### src/rtl/spi_slave.sv
// -----------------------------------------------------------------------------
// spi_slave
// SPI slave front end for a small command-driven RAM. A frame carries a 10-bit
// command word, MSB first: [9:8] opcode, [7:0] address or data. The assembled
// word is handed to the RAM with a one-cycle rx_valid strobe. On a read-data
// command the RAM's answer (tx_data/tx_valid) is serialised back on MISO.
//
// Ports
//   clk       in   system/SPI clock, all state changes on the rising edge
//   rst       in   synchronous active-high reset
//   SS_n      in   active-low slave select, low while a frame is in progress
//   MOSI      in   serial command bits from the master, MSB first
//   MISO      out  serial read data to the master, MSB first, 0 when idle
//   rx_data   out  assembled command word to the RAM
//   rx_valid  out  one-cycle strobe qualifying rx_data
//   tx_data   in   read data returned by the RAM
//   tx_valid  in   RAM read-data valid (level, may linger across cycles)
// -----------------------------------------------------------------------------
module spi_slave (
   input  logic       clk,
   input  logic       rst,
   input  logic       SS_n,
   input  logic       MOSI,
   output logic       MISO,
   output logic [9:0] rx_data,
   output logic       rx_valid,
   input  logic [7:0] tx_data,
   input  logic       tx_valid
);

   typedef enum logic [2:0] {
      IDLE      = 3'd0,
      CHK_CMD   = 3'd1,
      WRITE     = 3'd2,
      READ_ADD  = 3'd3,
      READ_DATA = 3'd4
   } state_t;

   state_t     state_r;
   logic [3:0] bit_cnt_r;       // shifted command bits after the opcode MSB
   logic       rd_addr_flag_r;  // a read address has been latched, next read is data
   logic       wait_r;          // armed after a read-data command, waits for tx_valid
   logic [7:0] tx_shift_r;      // remaining read bits, next one in [7]
   logic [2:0] tx_cnt_r;        // read bits still to present after the current one
   logic [9:0] rx_data_r;
   logic       rx_valid_r;
   logic       miso_r;

   assign MISO     = miso_r;
   assign rx_data  = rx_data_r;
   assign rx_valid = rx_valid_r;

   // Frame FSM, command deserialiser and read-data serialiser
   always_ff @(posedge clk) begin
      if (rst) begin
         state_r        <= IDLE;
         bit_cnt_r      <= 4'd0;
         rd_addr_flag_r <= 1'b0;
         wait_r         <= 1'b0;
         tx_shift_r     <= 8'h00;
         tx_cnt_r       <= 3'd0;
         rx_data_r      <= 10'h000;
         rx_valid_r     <= 1'b0;
         miso_r         <= 1'b0;
      end else if ((state_r != IDLE) && SS_n) begin
         // Master released select: abandon the frame; the read-address
         // flag survives so an address phase is not lost.
         state_r    <= IDLE;
         bit_cnt_r  <= 4'd0;
         wait_r     <= 1'b0;
         tx_shift_r <= 8'h00;
         tx_cnt_r   <= 3'd0;
         rx_valid_r <= 1'b0;
         miso_r     <= 1'b0;
      end else begin
         rx_valid_r <= 1'b0;
         case (state_r)
            IDLE: begin
               bit_cnt_r <= 4'd0;
               if (!SS_n) begin
                  state_r <= CHK_CMD;
               end else begin
                  state_r <= IDLE;
               end
            end
            CHK_CMD: begin
               rx_data_r[9] <= MOSI;
               bit_cnt_r    <= 4'd0;
               if (!MOSI) begin
                  state_r <= WRITE;
               end else if (rd_addr_flag_r) begin
                  state_r <= READ_DATA;
               end else begin
                  state_r <= READ_ADD;
               end
            end
            WRITE, READ_ADD, READ_DATA: begin
               // Nine more bits complete the word; anything after is ignored
               // until the master deselects.
               if (bit_cnt_r < 4'd9) begin
                  rx_data_r[8:0] <= {rx_data_r[7:0], MOSI};
                  bit_cnt_r      <= bit_cnt_r + 4'd1;
                  if (bit_cnt_r == 4'd8) begin
                     rx_valid_r <= 1'b1;
                     if (state_r == READ_ADD) begin
                        rd_addr_flag_r <= 1'b1;
                     end else if (state_r == READ_DATA) begin
                        rd_addr_flag_r <= 1'b0;
                     end
                  end
               end
               // Arm only once the read command has been strobed, so a
               // tx_valid level left over from an earlier read is never taken.
               if ((state_r == READ_DATA) && rx_valid_r) begin
                  wait_r <= 1'b1;
               end else if (wait_r && tx_valid) begin
                  wait_r     <= 1'b0;
                  miso_r     <= tx_data[7];
                  tx_shift_r <= {tx_data[6:0], 1'b0};
                  tx_cnt_r   <= 3'd7;
               end else if (tx_cnt_r != 3'd0) begin
                  miso_r     <= tx_shift_r[7];
                  tx_shift_r <= {tx_shift_r[6:0], 1'b0};
                  tx_cnt_r   <= tx_cnt_r - 3'd1;
               end else begin
                  miso_r <= 1'b0;
               end
            end
            default: begin
               state_r <= IDLE;
            end
         endcase
      end
   end

endmodule

### config.mk
export PLATFORM = sky130hd
export DESIGN_NAME = spi_slave
export DESIGN_NICKNAME = d
export VERILOG_FILES = /design/src/rtl/spi_slave.sv
export SDC_FILE = /design/constraint.sdc
export NUM_CORES = 1
export LEC_CHECK = 0
export ABC_AREA = 1
export CAP_MARGIN = 10
export CORE_MARGIN = 2
export CORE_UTILIZATION = 40
export CTS_BUF_LIST = sky130_fd_sc_hd__clkbuf_16
export DETAILED_ROUTE_END_ITERATION = 16
export HOLD_SLACK_MARGIN = 0.12
export PLACE_DENSITY = 0.7
export SLEW_MARGIN = 20
export SYNTH_ARGS = -nofsm -noshare
export SYNTH_HDL_FRONTEND = slang
export SYNTH_SLANG_ARGS = --single-unit
### constraint.sdc
create_clock -name clk -period 1.3 [get_ports clk]
set_input_delay 0.26 -clock clk [delete_from_list [all_inputs] [get_ports clk]]
set_output_delay 0.26 -clock clk [all_outputs]
set_load 0.005 [all_outputs]
### After elaboration in Yosys (flattened, before gate mapping)

Cells that the tools add are included.

| word-level totals | value |
|---|---|
| flip-flop bits (word level) | 32 |
| bits of input ports | 13 |
| output and inout port bits | 12 |
| word-level logic and storage cells | 61 |

| operators by class | value |
|---|---|
| add/sub/neg operators | 2 |
| $lt $le $gt $ge | 1 |
| eq/ne operators | 6 |
| mux-type cells | 17 |
| bitwise gates (word level) | 4 |
| reductions and logical operators | 21 |

Operators by type and width:

| operator | number |
|---|---|
| $mux 8 | 2 |
| $mux 3 | 4 |
| $pmux 3 s3 | 1 |
| $mux 1 | 8 |
| $pmux 4 s2 | 1 |
| $reduce_and 2->1 | 4 |
| $reduce_bool 2->1 | 4 |
| $eq 3x2->1 const B | 2 |
| $reduce_and 3->1 | 2 |
| $reduce_bool 3->1 | 2 |
| $reduce_and 5->1 | 1 |
| $add 4x1->4 const B | 1 |
| $eq 4x4->1 const B | 1 |
| $lt 4x4->1 const B | 1 |
| $mux 4 | 1 |
| $not 1->1 | 4 |
| $reduce_or 2->1 | 2 |
| $reduce_or 4->1 | 1 |
| $eq 3x1->1 const B | 1 |
| $eq 3x3->1 const B | 1 |
| $logic_and 1x1->1 | 3 |
| $logic_not 3->1 | 1 |
| $reduce_or 3->1 | 1 |
| $sub 3x1->3 const B | 1 |
| $ne 2x2->1 const B | 1 |

### Longest topological paths before layout

Gate-level depths: netlist of run 1.

| depth | value |
|---|---|
| depth in word-level cells | 4 |
| mapped depth | 9 |
| depth with buffers taken out | 9 |

### Worst setup path before layout of run 1

OpenSTA, ideal clock, no wires.

| timing path | value |
|---|---|
| kind | reg-to-reg |
| from | reg bit_cnt_r[0] |
| to | reg rx_data_r[7], in the netlist rx_data[7] |
| setup time | 113 ps |
| arrival | 1151 ps |
| data required time | 1187 ps |
| setup slack | 36 ps |
| cell stages (with the launch flop) | 10 |
| buffers on the path | 1 |
| clock period less this slack | 1264 ps |
| path through | dfxtp_1 -> inv_1 -> ha_1 -> nand2_1 -> nand2_1 -> nand3_4 -> buf_6 -> nand2_2 -> nand2_1 -> nor2_1 |

| on the way | value |
|---|---|
| longest elaborated chain between the ends | 2 |

Ends and longest elaborated chain:

| element | RTL line | text |
|---|---|---|
| start: declaration | 40 | `logic [3:0] bit_cnt_r;` |
| start signal: assignment | 102 | `bit_cnt_r <= bit_cnt_r + 4'd1;` |
| $lt 4x4->1 | 100 | `if (bit_cnt_r < 4'd9) begin` |
| $reduce_and 3->1 (no line) | n/a |  |
| end signal: assignment | 101 | `rx_data_r[8:0] <= {rx_data_r[7:0], MOSI};` |
| end: declaration | 45 | `logic [9:0] rx_data_r;` |

Every way passes these cells.
A chain may end at the register's enable or synchronous reset.

### Worst setup path in the final report of run 1

| timing path | value |
|---|---|
| from | reg state_r[1] |
| to | reg tx_shift_r[3] |

| on the way | value |
|---|---|
| longest elaborated chain between the ends | 4 |
| elaborated cells on any way between the ends | 10 |
| those cells by class | eq/ne (3); bitwise (1); reduce/logical (6) |

Ends and longest elaborated chain:

| element | RTL line | text |
|---|---|---|
| start: declaration | 39 | `state_t state_r;` |
| start signal: assignment | 56 | `state_r <= IDLE;` |
| start signal: assignment | 68 | `state_r <= IDLE;` |
| start signal: assignment | 81 | `state_r <= CHK_CMD;` |
| $eq 3x3->1 | 77, 114 |  |
| $logic_and 1x1->1 | 114 | `if ((state_r == READ_DATA) && rx_valid_r) begin` |
| $not 1->1 (no line) | n/a |  |
| $reduce_and 3->1 (no line) | n/a |  |
| end signal: assignment | 119 | `tx_shift_r <= {tx_data[6:0], 1'b0};` |
| end signal: assignment | 123 | `tx_shift_r <= {tx_shift_r[6:0], 1'b0};` |
| end: declaration | 43 | `logic [7:0] tx_shift_r;` |

Parallel ways exist; a longest one is shown, timed or not.

==> metrics.md, run 1 <==
| Metric | Value |
|---|---|
| Global-route usage over all layers | `16.4%` |
| Most used cells in the layout excluding fill and tap cells | `sky130_fd_sc_hd__nand2_1 (66), sky130_fd_sc_hd__nor2_1 (39), sky130_fd_sc_hd__inv_1 (23)` |
| Clock latency reported for the late side of the worst-skew pair | `270 ps` |
| Max-cap viol count | `0` |
| Half-perimeter wire length after placement | `2.24 mm` |
| Vias in the first global route | `1241` |
| Net count after synthesis | `247` |
| Placeable core region | `0.00372 mm2` |
| Vias | `1474` |
| Antenna violations before repair | `0` |
| Post-synthesis instance total | `230` |
| Share of final-layout standard cells stronger than drive strength 1 | `21.1%` |
| Post-layout util | `59.2%` |
| Setup ws final | `35.0 ps` |
| Critical-path cell list | `nor2_4 > nand2_4 > nand2_8 > nand3_4 > buf_12 > o21ai_1 > nor2_1` |
| Net Switching | `0.678 mW` |
| First DRT Iteration DRCs | `70` |
| Maximum number of pins on one net before global-route repair | `19` |
| Highest achievable clock rate | `790 MHz` |
| RSZ-0062 raised after global routing | `yes` |
| Final global-route overflow total | `0` |
| Number of setup violations in the final report | `0` |
| Wire length of the first global-routing pass | `5.48 mm` |
| Arrival time at the worst endpoint | `1430 ps` |
| Port Buffer Count | `24` |
| Initial Utilization | `42.2%` |
| Number of remaining DRC errors | `0` |
| Avg Synthesized Cell Area | `6.81 um2` |
| CP max stage delay | `340 ps` |
| Total number of nets in the final design | `291` |
| Placed standard-cell area | `0.00196 mm2` |
| H-tree Lvls | `2` |
| Final worst path period share | `97.3%` |
| Yosys warning count | `0` |
| Power per cell area | `1260 mW/mm2` |
| Most common cell after layout, fill and taps aside | `sky130_fd_sc_hd__nand2_1` |
| Vias per cell | `4.56` |
| Post-layout instance area | `0.00220 mm2` |
| Area growth syn-to-layout | `40.3%` |
| Endpoint type of the worst setup path | `flop` |
| Site row count | `22` |
| Final count of pins violating max slew | `0` |
| Inserted Clock Buffers | `5` |
| Number of clock sinks | `31` |
| Fraction of power spent switching nets | `24.4%` |
| Final hold violation count | `0` |
| Height of the chip | `66.6 um` |
| Number of routed nets with antenna violations | `0` |
| Maximum clock path buffer count | `2` |
| Relative contribution of the clock network to total power | `46.3%` |
| Worst-case register-to-register setup slack | `30 ps` |
| Outcome | `finished, final reports clean` |
| Post-layout min period | `1270 ps` |
| Register bit total from synthesis | `31` |
| Area of the mapped netlist | `0.00157 mm2` |
| Pre-CTS setup slack | `-255 ps` |
| Kind of launch point of the worst setup path | `flop` |
| TritonCTS clock tree | `done` |
| Hold-fix buffer count after cts | `0` |
| Relative max-transition margin | `85.9%` |
| CP Data Required Time | `1470 ps` |
| Final wirelength | `3.35 mm` |
| Part of the power in registers | `37.6%` |
| Total leakage power | `1.08 nW` |
| Wirelength per Cell | `10.4 um` |
| Slew of the pin with the lowest slew margin | `211 ps` |
| Final Wtd Congestion | `0.814` |
| Antenna diodes | `0` |
| Full die area | `0.00443 mm2` |
| Detailed-router iteration count before antenna repair | `4` |
| Critical path start-end classification | `flop to flop` |
| Skew final | `1.80 ps` |
| Kind of path behind the tightest hold check | `flop to flop` |
| Relative contribution of combinational cells to total power | `16.1%` |
| Standard cell with the maximum stage delay on the critical path | `sky130_fd_sc_hd__dfxtp_2` |
| Cell internal pwr | `2.10 mW` |
| Share of the yosys chip area belonging to registers | `39.6%` |
| Distinct cell type count of the synthesized netlist | `27` |
| Clock transition at the registers of the reported paths | `50 ps` |
| Crit path max fanout | `9` |
| Worst IR drop on VDD | `1.18 mV` |
| Die Width | `66.6 um` |
| IO Count | `25` |
| Clock tree root buffer cell | `sky130_fd_sc_hd__clkbuf_16` |
## stage by stage
step                      cells  hold WS (ps)  total power [mW]  setup TNS (ps)
after CTS                   321           464              2.78           -4.95
after global routing        323           474              2.94            -439
after detailed placement    313           456              1.49           -3910
final                       323           461              2.78               0
after global placement      313           452              1.48           -3640
after floorplan             230           329              1.31               0
## cell families after synthesis
kind of cell,count (synthesis),share of synthesized area (%)
flops,31,39.6
xor+xnor,1,0.559
buf+inv,33,9.42
simple gates,144,41.5
compound gates,17,5.67
fa+ha+maj,4,3.20
## worst paths after layout
path | from | endpoint | cells after the start
max | state_r[1]$_SDFFE_PP0N_ | tx_shift_r[3]$_SDFFE_PP0P_ | 7
min | MISO$_SDFFE_PP0P_ | MISO$_SDFFE_PP0P_ | 2
max reg2reg | state_r[1]$_SDFFE_PP0N_ | tx_shift_r[3]$_SDFFE_PP0P_ | 7
min reg2reg | MISO$_SDFFE_PP0P_ | MISO$_SDFFE_PP0P_ | 2
## cells in the mapped netlist (all sizes together)
master | n | area share, %
nand2 | 78 | 21
nor2 | 41 | 10
dfxtp | 31 | 40
inv | 26 | 6.2
nand3 | 20 | 7.5
a21oi | 9 | 3.1
o21ai | 8 | 2.6
buf | 5 | 2.7
ha | 4 | 3.2
clkinv | 2 | 0.48
nand4 | 2 | 0.80
nor3 | 2 | 0.96
nand3b | 1 | 0.48
xor2 | 1 | 0.56
## metal layers
layer | vias to the layer above | share of wire (%) | global-route usage [%]
met5 | - | 0 | 0
met4 | 0 | 1.2 | 6.89
met3 | 5 | 4.5 | 5.07
met2 | 35 | 44 | 23.8
met1 | 627 | 50 | 22.5
li1 | 807 | - | -
## worst max-delay path: cells and delay by family, from the launching register on
family	cells	cell delay [ps]
buffers and inverters	1	160
and+or+nand+nor	5	520
AOI/OAI and AO/OA	1	130
DFF	1	340
## power groups by stage
stage / clock network [mW] / registers (mW) / logic [mW]
2_1_floorplan: 0 / 1.06 / 0.245
3_3_place_gp: 0 / 1.06 / 0.422
3_5_place_dp: 0 / 1.06 / 0.429
4_1_cts: 1.32 / 1.04 / 0.411
5_1_grt: 1.38 / 1.05 / 0.502
6_report: 1.29 / 1.05 / 0.447
## registers in the layout, indices dropped and copies added, names as in the netlist
name	count
rx_valid	1
tx_shift_r	7
state_r	3
bit_cnt_r	4
wait_r	1
rx_data	10
tx_cnt_r	3
MISO	1
rd_addr_flag_r	1
## final cells by class
| type | count | area [um2] |
|---|---|---|
| repair buffers | 41 | 373 |
| fillers | 365 | 1520 |
| well taps | 48 | 60.1 |
| inverters | 28 | 111 |
| clock inverters | 3 | 38.8 |
| multi-input cells | 167 | 858 |
| flip-flops and latches | 31 | 632 |
| clock buffers | 5 | 125 |
## repair_timing
| item | 4_1_cts | 5_1_grt |
|---|---|---|
| resized for setup | 23 | 16 |
| pin swaps | 0 | 3 |
| buffers inserted | 0 | 1 |
| setup endpoints to repair | 15 | 23 |
| gates cloned | 0 | 1 |
(Power assumes the default switching activity.)
==> run 2, diff against run 1 <==
CTS_CLUSTER_SIZE = 12   (was unset)
==> results of run 2 <==
Same layout as run 1: the final DEF is identical, and so are final timing and power.
==> run 3, diff against run 2 <==
CORE_ASPECT_RATIO = 1.2   (was unset)
TNS_END_PERCENT = 10   (was unset)
==> run 3 against run 2 <==
Net effect:
- the flow now finishes with violations (negative setup slack)
- combinational power is 3% lower
- final cell count rose by 1.9%
- non-clock buffer count rose by 2
- first-iteration DRC count down 26%
- via count up 2.0%
- die area is essentially flat
- hold slack better by 1.0 ps
- critical path type unchanged
- largest power group unchanged
==> metrics.md, run 3 (synthesis gave the netlist of run 1 again) <==
| Metric | Value |
|---|---|
| Clock transition at the registers of the reported paths | `50 ps` |
| Vias in the first global route | `1405` |
| Antenna diodes | `0` |
| Die Width | `61.1 um` |
| Total leakage power | `1.08 nW` |
| Post-layout util | `59.9%` |
| Slew of the pin with the lowest slew margin | `233 ps` |
| Final global-route overflow total | `0` |
| Full die area | `0.00443 mm2` |
| Critical path start-end classification | `flop to flop` |
| Setup ws final | `-40.0 ps` |
| Area growth syn-to-layout | `41.1%` |
| Relative max-transition margin | `84.4%` |
| Final wirelength | `3.37 mm` |
| Number of setup violations in the final report | `15` |
| TritonCTS clock tree | `done` |
| CP Data Required Time | `1470 ps` |
| Max reg flops | `10` |
| Arrival time at the worst endpoint | `1510 ps` |
| Number of routed nets with antenna violations | `0` |
| Number of remaining DRC errors | `0` |
| Maximum number of pins on one net before global-route repair | `19` |
| Share of final-layout standard cells stronger than drive strength 1 | `23.8%` |
| Final Wtd Congestion | `0.857` |
| Vias per cell | `4.57` |
| Wire length of the first global-routing pass | `5.64 mm` |
| Worst IR drop on VDD | `0.876 mV` |
| Height of the chip | `72.6 um` |
| Maximum clock path buffer count | `2` |
| Outcome | `finished, violations left` |
| Most common cell after layout, fill and taps aside | `sky130_fd_sc_hd__nand2_1` |
| Hold slack | `462 ps` |
| Antenna violations before repair | `0` |
| Port Buffer Count | `24` |
| Half-perimeter wire length after placement | `2.21 mm` |
| Initial Utilization | `42.4%` |
| Inserted Clock Buffers | `5` |
| Number of clock sinks | `31` |
| Clock latency reported for the late side of the worst-skew pair | `270 ps` |
| Most used cells in the layout excluding fill and tap cells | `sky130_fd_sc_hd__nand2_1 (68), sky130_fd_sc_hd__nor2_1 (34), sky130_fd_sc_hd__inv_1 (23)` |
| Final hold violation count | `0` |
| H-tree Lvls | `2` |
| Highest achievable clock rate | `746 MHz` |
| First DRT Iteration DRCs | `52` |
| Site row count | `24` |
| Post-layout min period | `1340 ps` |
| Number of filler cells placed in the layout | `380` |
| Max-cap viol count | `0` |
| Kind of launch point of the worst setup path | `flop` |
| Clock tree root buffer cell | `sky130_fd_sc_hd__clkbuf_16` |
| Skew final | `5.66 ps` |
| Placeable core region | `0.00369 mm2` |
| Endpoint type of the worst setup path | `flop` |
| Total number of nets in the final design | `293` |
| IO Count | `25` |
| Global-route usage over all layers | `16.9%` |
| Crit path max fanout | `8` |
| Failing checks | `negative setup slack` |
| RSZ-0062 raised after global routing | `yes` |
| Final worst path period share | `103%` |
| Power per cell area | `1150 mW/mm2` |
| Kind of path behind the tightest hold check | `flop to flop` |
| Final count of pins violating max slew | `0` |
| Detailed-router iteration count before antenna repair | `4` |
| Wirelength per Cell | `10.2 um` |
| Vias | `1504` |
| Total Neg Setup Slack | `-340 ps` |
| Hold-fix buffer count after cts | `0` |
[run 3: cell types whose count changed in the layout (fill, tap and decap cells not counted), sizes merged]
cell and delta:
dlygate4sd2 -1, buf +2, clkinv +1, dlymetal6s2s +1
bufinv -1
[run 3: final cells by class]
type,count,area (um2),area share [%]
multi-input cells,167,876,39.6
flip-flops and latches,31,637,28.8
inverters,28,109,4.92
repair buffers,43,388,17.5
clock inverters,3,11.3,0.509
well taps,52,65.1,2.94
clock buffers,5,125,5.66
[run 3: final timing paths]
check,from,to,slack (ps),depth (start not counted)
worst min register to register,tx_shift_r[1]$_SDFFE_PP0P_,tx_shift_r[1]$_SDFFE_PP0P_,460,2
worst min-delay path,tx_shift_r[1]$_SDFFE_PP0P_,tx_shift_r[1]$_SDFFE_PP0P_,460,2
worst max-delay path,state_r[1]$_SDFFE_PP0N_,tx_shift_r[2]$_SDFFE_PP0P_,-40,7
worst max register to register,state_r[1]$_SDFFE_PP0N_,tx_shift_r[2]$_SDFFE_PP0P_,-40,7
[run 3: report_power, final]
group	internal, mW	switching, mW
logic	0.196	0.238
clock network	0.687	0.391
registers	1.00	0.0370
[run 3: critical path: stages (launching register included)]
cell and delay [ps]:
sky130_fd_sc_hd__dfxtp_4 360, sky130_fd_sc_hd__nor2_4 190, sky130_fd_sc_hd__nand2_4 100, sky130_fd_sc_hd__nand2_8 120, sky130_fd_sc_hd__nand3_4 140, sky130_fd_sc_hd__buf_12 170, sky130_fd_sc_hd__o21ai_1 100, sky130_fd_sc_hd__nor2_1 50
[run 3: routing by layer]
| layer | vias up | track usage [%] | wire length, um |
|---|---|---|---|
| li1 | 802 | - | - |
| met1 | 662 | 20.3 | 1570 |
| met2 | 34 | 27.0 | 1570 |
| met3 | 6 | 5.70 | 167 |
| met4 | 0 | 7.49 | 55 |
| met5 | - | 0 | 0 |
[run 3: stage by stage]
| stage | cells | setup slack [ps] | total power, mW | area (um2) |
|---|---|---|---|---|
| 5_1_grt | 329 | -123 | 2.69 | 2210 |
| 3_3_place_gp | 316 | -203 | 1.47 | 1950 |
| 2_1_floorplan | 230 | 36.4 | 1.31 | 1570 |
| 4_1_cts | 324 | -61.0 | 2.55 | 2090 |
| 3_5_place_dp | 316 | -236 | 1.48 | 1950 |
| 6_report | 329 | -40.0 | 2.55 | 2210 |
[run 3: repair_timing]
action | 4_1_cts | 5_1_grt
gates resized for setup | 20 | 25
cloned | 0 | 1
endpoints found under the setup margin | 20 | 24
pin swaps | 0 | 8
setup buffers | 0 | 4
